File: config.mk
export PLATFORM = sky130hd
export DESIGN_NAME = funprof_counter_bank
export DESIGN_NICKNAME = d
export VERILOG_FILES = /design/src/rtl/funprof_pkg.sv /design/src/rtl/funprof_chan_counter.sv /design/src/rtl/funprof_counter_bank.sv
export SDC_FILE = /design/constraint.sdc
export NUM_CORES = 1
export LEC_CHECK = 0
export ABC_AREA = 0
export CAP_MARGIN = 25
export CORE_ASPECT_RATIO = 1.1
export CORE_UTILIZATION = 35
export DETAILED_ROUTE_END_ITERATION = 10
export GPL_TIMING_DRIVEN = 1
export PLACE_DENSITY = 0.63
export SETUP_SLACK_MARGIN = 0.5
export SYNTH_ARGS = -nofsm -noshare
export SYNTH_HDL_FRONTEND = slang
export SYNTH_SLANG_ARGS = --single-unit
File: constraint.sdc
create_clock -name clk -period 8.6 [get_ports clk]
set_input_delay 0.86 -clock clk [delete_from_list [all_inputs] [get_ports clk]]
set_output_delay 0.86 -clock clk [all_outputs]
set_load 0.05 [all_outputs]
File: src/rtl/funprof_pkg.sv
// Shared definitions for the function-profiler counter bank: snapshot stream
// FSM encoding, channel-index width helper and the default counter width.
package funprof_pkg;

    localparam int FUNPROF_DEFAULT_WIDTH = 32;

    typedef enum logic [0:0] {
        SNAP_IDLE   = 1'b0,
        SNAP_STREAM = 1'b1
    } snap_state_e;

    // A single-channel bank still carries a 1-bit channel index.
    function automatic int ch_width(input int num_ch);
        int w;
        w = $clog2(num_ch);
        return (w < 32'sd1) ? 32'sd1 : w;
    endfunction

endpackage

File: src/rtl/funprof_chan_counter.sv
// One profiler counter channel: WIDTH-bit event count with sticky overflow,
// wrap or saturate behaviour and an atomic clear tied to snapshot capture.
module funprof_chan_counter
    import funprof_pkg::*;
#(
    parameter int WIDTH = FUNPROF_DEFAULT_WIDTH
) (
    input  logic             clk,
    input  logic             reset,
    input  logic             enable,
    input  logic             clear,
    input  logic             freeze,
    input  logic             snap_clear,
    input  logic             saturate,
    output logic [WIDTH-1:0] count,
    output logic             ovf
);

    localparam logic [WIDTH-1:0] CNT_ZERO = {WIDTH{1'b0}};
    localparam logic [WIDTH-1:0] CNT_ONE  = {{(WIDTH-1){1'b0}}, 1'b1};
    localparam logic [WIDTH-1:0] CNT_MAX  = {WIDTH{1'b1}};

    logic [WIDTH-1:0] count_r;
    logic [WIDTH-1:0] count_nxt_s;
    logic             ovf_r;
    logic             ovf_nxt_s;
    logic             inc_s;

    assign inc_s = enable && !freeze && !clear;

    // Next count/ovf: clear wins, then snapshot restart (keeping this edge's event), then counting.
    always_comb begin
        count_nxt_s = count_r;
        ovf_nxt_s   = ovf_r;
        if (clear) begin
            count_nxt_s = CNT_ZERO;
            ovf_nxt_s   = 1'b0;
        end else if (snap_clear) begin
            count_nxt_s = inc_s ? CNT_ONE : CNT_ZERO;
            ovf_nxt_s   = 1'b0;
        end else if (inc_s) begin
            if (count_r == CNT_MAX) begin
                count_nxt_s = saturate ? CNT_MAX : CNT_ZERO;
                ovf_nxt_s   = 1'b1;
            end else begin
                count_nxt_s = count_r + CNT_ONE;
                ovf_nxt_s   = ovf_r;
            end
        end else begin
            count_nxt_s = count_r;
            ovf_nxt_s   = ovf_r;
        end
    end

    // Count and sticky overflow registers.
    always_ff @(posedge clk) begin
        if (reset) begin
            count_r <= CNT_ZERO;
            ovf_r   <= 1'b0;
        end else begin
            count_r <= count_nxt_s;
            ovf_r   <= ovf_nxt_s;
        end
    end

    assign count = count_r;
    assign ovf   = ovf_r;

endmodule

File: src/rtl/funprof_counter_bank.sv
// Multi-channel profiler counter bank with atomic snapshot streamed over valid/ready.
// Optional overflow interrupt output enabled by defining FUNPROF_OVF_IRQ_EN.
module funprof_counter_bank
    import funprof_pkg::*;
#(
    parameter int  NUM_CH        = 4,
    parameter int  WIDTH         = FUNPROF_DEFAULT_WIDTH,
    parameter bit  SATURATE      = 1'b0,
    parameter bit  CLEAR_ON_SNAP = 1'b0,
    localparam int CH_W          = ch_width(NUM_CH)
) (
    input  logic              clk,
    input  logic              reset,
    input  logic [NUM_CH-1:0] enable,
    input  logic [NUM_CH-1:0] clear,
    input  logic              freeze,
    input  logic              snap_req,
    output logic              snap_busy,
    output logic              out_valid,
    input  logic              out_ready,
    output logic [WIDTH-1:0]  out_data,
    output logic [CH_W-1:0]   out_ch,
    output logic              out_ovf,
    output logic              out_last,
`ifdef FUNPROF_OVF_IRQ_EN
    output logic              irq,
`endif
    output logic [NUM_CH-1:0] ovf
);

    localparam logic [CH_W-1:0]  FIRST_CH = {CH_W{1'b0}};
    localparam logic [CH_W-1:0]  LAST_CH  = CH_W'(NUM_CH - 32'sd1);
    localparam logic [CH_W-1:0]  CH_STEP  = CH_W'(32'd1);
    localparam logic [WIDTH-1:0] CNT_ZERO = {WIDTH{1'b0}};

    snap_state_e                   state_r;
    snap_state_e                   state_nxt_s;
    logic                          capture_s;
    logic                          xfer_s;
    logic                          snap_clear_s;
    logic [NUM_CH-1:0][WIDTH-1:0]  count_s;
    logic [NUM_CH-1:0]             ovf_s;
    logic [NUM_CH-1:0][WIDTH-1:0]  shadow_r;
    logic [NUM_CH-1:0]             shadow_ovf_r;
    logic [CH_W-1:0]               idx_r;
    logic [CH_W-1:0]               idx_nxt_s;
    logic [WIDTH-1:0]              data_r;
    logic                          data_ovf_r;
    logic                          last_r;

    assign snap_clear_s = CLEAR_ON_SNAP && capture_s;
    assign idx_nxt_s    = idx_r + CH_STEP;

    generate
        for (genvar g = 0; g < NUM_CH; g++) begin : g_chan
            funprof_chan_counter #(
                .WIDTH(WIDTH)
            ) u_chan (
                .clk       (clk),
                .reset     (reset),
                .enable    (enable[g]),
                .clear     (clear[g]),
                .freeze    (freeze),
                .snap_clear(snap_clear_s),
                .saturate  (SATURATE),
                .count     (count_s[g]),
                .ovf       (ovf_s[g])
            );
        end
    endgenerate

    // Snapshot FSM next state; requests arriving while streaming are dropped.
    always_comb begin
        state_nxt_s = state_r;
        capture_s   = 1'b0;
        xfer_s      = 1'b0;
        case (state_r)
            SNAP_IDLE: begin
                if (snap_req) begin
                    capture_s   = 1'b1;
                    state_nxt_s = SNAP_STREAM;
                end else begin
                    state_nxt_s = SNAP_IDLE;
                end
            end
            SNAP_STREAM: begin
                if (out_ready) begin
                    xfer_s      = 1'b1;
                    state_nxt_s = last_r ? SNAP_IDLE : SNAP_STREAM;
                end else begin
                    state_nxt_s = SNAP_STREAM;
                end
            end
            default: begin
                state_nxt_s = SNAP_IDLE;
            end
        endcase
    end

    // FSM state register.
    always_ff @(posedge clk) begin
        if (reset) begin
            state_r <= SNAP_IDLE;
        end else begin
            state_r <= state_nxt_s;
        end
    end

    // Shadow copy of all channels, taken from the pre-edge counts.
    always_ff @(posedge clk) begin
        if (reset) begin
            shadow_r     <= '{default: CNT_ZERO};
            shadow_ovf_r <= {NUM_CH{1'b0}};
        end else if (capture_s) begin
            shadow_r     <= count_s;
            shadow_ovf_r <= ovf_s;
        end else begin
            shadow_r     <= shadow_r;
            shadow_ovf_r <= shadow_ovf_r;
        end
    end

    // Beat registers: beat 0 loads straight from the live counts, later beats from the shadow.
    always_ff @(posedge clk) begin
        if (reset) begin
            idx_r      <= FIRST_CH;
            data_r     <= CNT_ZERO;
            data_ovf_r <= 1'b0;
            last_r     <= 1'b0;
        end else if (capture_s) begin
            idx_r      <= FIRST_CH;
            data_r     <= count_s[0];
            data_ovf_r <= ovf_s[0];
            last_r     <= (NUM_CH == 32'sd1);
        end else if (xfer_s && last_r) begin
            idx_r      <= FIRST_CH;
            data_r     <= CNT_ZERO;
            data_ovf_r <= 1'b0;
            last_r     <= 1'b0;
        end else if (xfer_s) begin
            idx_r      <= idx_nxt_s;
            data_r     <= shadow_r[idx_nxt_s];
            data_ovf_r <= shadow_ovf_r[idx_nxt_s];
            last_r     <= (idx_nxt_s == LAST_CH);
        end else begin
            idx_r      <= idx_r;
            data_r     <= data_r;
            data_ovf_r <= data_ovf_r;
            last_r     <= last_r;
        end
    end

`ifdef FUNPROF_OVF_IRQ_EN
    logic irq_r;

    // Interrupt follows the OR of the live overflow flags by one cycle.
    always_ff @(posedge clk) begin
        if (reset) begin
            irq_r <= 1'b0;
        end else begin
            irq_r <= |ovf_s;
        end
    end

    assign irq = irq_r;
`endif

    assign snap_busy = (state_r == SNAP_STREAM);
    assign out_valid = (state_r == SNAP_STREAM);
    assign out_data  = data_r;
    assign out_ch    = idx_r;
    assign out_ovf   = data_ovf_r;
    assign out_last  = last_r;
    assign ovf       = ovf_s;

endmodule

==> flow_summary.toml <==
[synth]
synth_cell_types = 49
synth.area.top_cells = "dfxtp_1 (47%), nand2_1 (9.4%), mux4_2 (5.8%)"
netlist_area_sq_um = 12720
synth_seq_area_share_pct = 47.39
synth-seq-cells = 301
yosys_warnings = 0
synth_most_common_cell = "nand2_1"
ys_async_sr_fraction_pct = 0
yosysTopAreaCell = "dfxtp_1"
synth_top_area_share_pct = 47.39
syn_inst = 1477
synth_flop_cell = "dfxtp_1"
synth-edff-count = 0
synth_commonest_cells = "nand2_1 (319), dfxtp_1 (301), nor2_1 (169)"
synth_nets = 1495
avgSynthCellArea_sq_um = 8.609

[timing]
fin_tns_setup_ns = 0
worstMarginPinSlew_ns = 0.8934
finalHoldViolCount = 0
max_slew_margin_pct = 39.98
rsz0062_at_grt = "no"
min_period_over_period_pct = 41.10
finalSetupViolCount = 0
drv_slew = 0
fin_crit_ns = 3.535
fin_skew_ns = 0.02103
max_freq_mhz = 282.9

[global_route]
track_usage_pct = 19.01
grt_pass1_vias = 9974
grt_start_max_net_pins = 102
grt-ovfl-total = 0
antenna_found_initial = 0
grt_pass1_wl_um = 55910

[run_status]
status = "finished, final reports clean"

[clock_network]
numCtsBuffers = 31
clock_sinks = 301
cts_setup_buffers = 0
insertion_delay_ns = 0.56
cts.path.max_buffers = 3
htree_levels = 1
root_buffer = "clkbuf_16"
cts_tree = "done"
clk_pin_slew_ns = 0.06
ctsResizeCount = 0
hold_buffers = 0

[setup_path]
path_cells = "clkdlybuf4s50_1, nand4bb_1, nor3_1, buf_4, nand2_1, o21ai_1, buf_4, nor2_1"
worstPathArrival_ns = 3.97
cp_slowest_cell = "nor3_1"
start_kind = "input port"
critPathTopFamily = "simple AND/OR/NAND/NOR gates"
worst-path-buf-inv = 3
worst-setup-path-type = "input port to flop"
end_kind = "flop"
worst_path_most_repeated_cell = "buf_4"
required_ns = 9.04
cpPeakStageDelay_ns = 0.75
critPathMaxFanout = 16

[final_layout]
finalInstanceArea_sq_um = 14570
multiInputGateArea_sq_um = 6287
fill_cells = 3592
syn2layout_area_growth_pct = 14.54
drive_gt1_share_pct = 7.371
layout.cells.non_filler = 1987
seq_area_sq_um = 6027
num_antenna_cells = 0
nets = 1504

[floorplanning]
start_util_pct = 35.83
die-area_sq_um = 37100
die_w_um = 183.7
die_h_um = 201.9
io-pin-count = 55
coreArea_sq_um = 35490
num_rows = 72

[hold_path]
hold_path.class = "flop to flop"

[routing]
via_per_inst = 5.328
wl_met3_um = 1993
antenna_left = 0
drt_wl_total_um = 35190
vias = 10586
top_layer = "met4"
first_pass_iters = 8
drc_errors = 0
first_iter_violations = 1073
wl_per_cell_um = 17.71
wl_met2_um = 16050
wl_met1_um = 15980

[pwr]
power_density_nw_per_um2 = 188.8
power_uw = 2750
p_leak_uw = 0.004467
ir_worst_vdd_mv = 0.1183

[placed_design]
place.gp.congestion = 0.8292
dp_hpwl_um = 24150
place_inst = 1933
portBuffers = 54
place_area_sq_um = 13630

[run]
max_cap_violations = 0
layout make-up:
class / count / share of cell area [%]
Clock inverter: 4 / 0.1890
Clock buffer: 49 / 6.065
Inverter: 13 / 0.3350
Tap cell: 481 / 4.132
Sequential cell: 301 / 41.38
Multi-Input combinational cell: 1069 / 43.17
Timing Repair Buffer: 70 / 4.733
worst min-delay path, stage by stage (launching register included):
cell	delay, ns
dfxtp_1	0.31
nand2_1	0.05
a21oi_1	0.05
flip-flops by register name, indices dropped and copies added, names as in the netlist:
signal               count
g_chan.u_chan.count    128
shadow_r               128
out_data                32
g_chan.u_chan.ovf        4
shadow_ovf_r             4
out_ch                   2
out_last                 1
out_ovf                  1
out_valid                1
where the power goes:
| group | internal (uW) | switching (uW) |
|---|---|---|
| Combinational | 24.1 | 89.8 |
| Clock | 697 | 540 |
| Sequential | 1400 | 2.31 |
| Total | 2120 | 633 |
layer usage:
| layer | GRT usage (%) | vias up |
|---|---|---|
| li1 | - | 5131 |
| met1 | 26.35 | 5076 |
| met2 | 30.37 | 328 |
| met3 | 2.090 | 51 |
| met4 | 6.994 | 0 |
| met5 | 0 | - |
cell usage in the layout, fill, tap and decap left out, drive strengths merged, types with 19 or more instances in the layout:
cell type,count
nand4,50
nor2,169
nand3,50
xor2,57
a21oi,147
a222oi,33
nor3,30
clkdlybuf4s50,53
dfxtp,301
o21ai,19
mux4,33
xnor2,50
nand2,319
clkbuf,49
cells by family after synthesis:
kind of cell	synth area share [%]
adders and majority gates	0.4920
AOI/OAI and AO/OA	10.12
xor gates and xnor gates	7.370
DFF	47.39
buffers and inverters	3.385
muxes	5.845
and+or+nand+nor	25.41
final timing paths:
check                                          startpoint                                 endpoint  slack (ns)  depth (start not counted)
worst min-delay path            shadow_r[99]$_SDFFE_PP0P_                shadow_r[99]$_SDFFE_PP0P_        0.45                          2
worst max register to register     out_ch[0]$_SDFFE_PP0N_                     out_ovf$_SDFFE_PP0P_        5.53                          7
worst min register to register  shadow_r[99]$_SDFFE_PP0P_                shadow_r[99]$_SDFFE_PP0P_        0.45                          2
worst max-delay path                               freeze  g_chan[2].u_chan.count[12]$_SDFFE_PP0P_        5.07                          8
per-stage QoR:
step                      setup slack, ns  util [%]  hold WS [ns]
after CTS                           5.101     40.96        0.4527
final                               5.065     41.04        0.4523
after global placement              4.634     38.35        0.4383
after detailed placement            4.561     38.39        0.4447
after floorplan                     4.772         -        0.4319
after global routing                4.874     41.04        0.4700
Power figures use the tool's default switching activity.
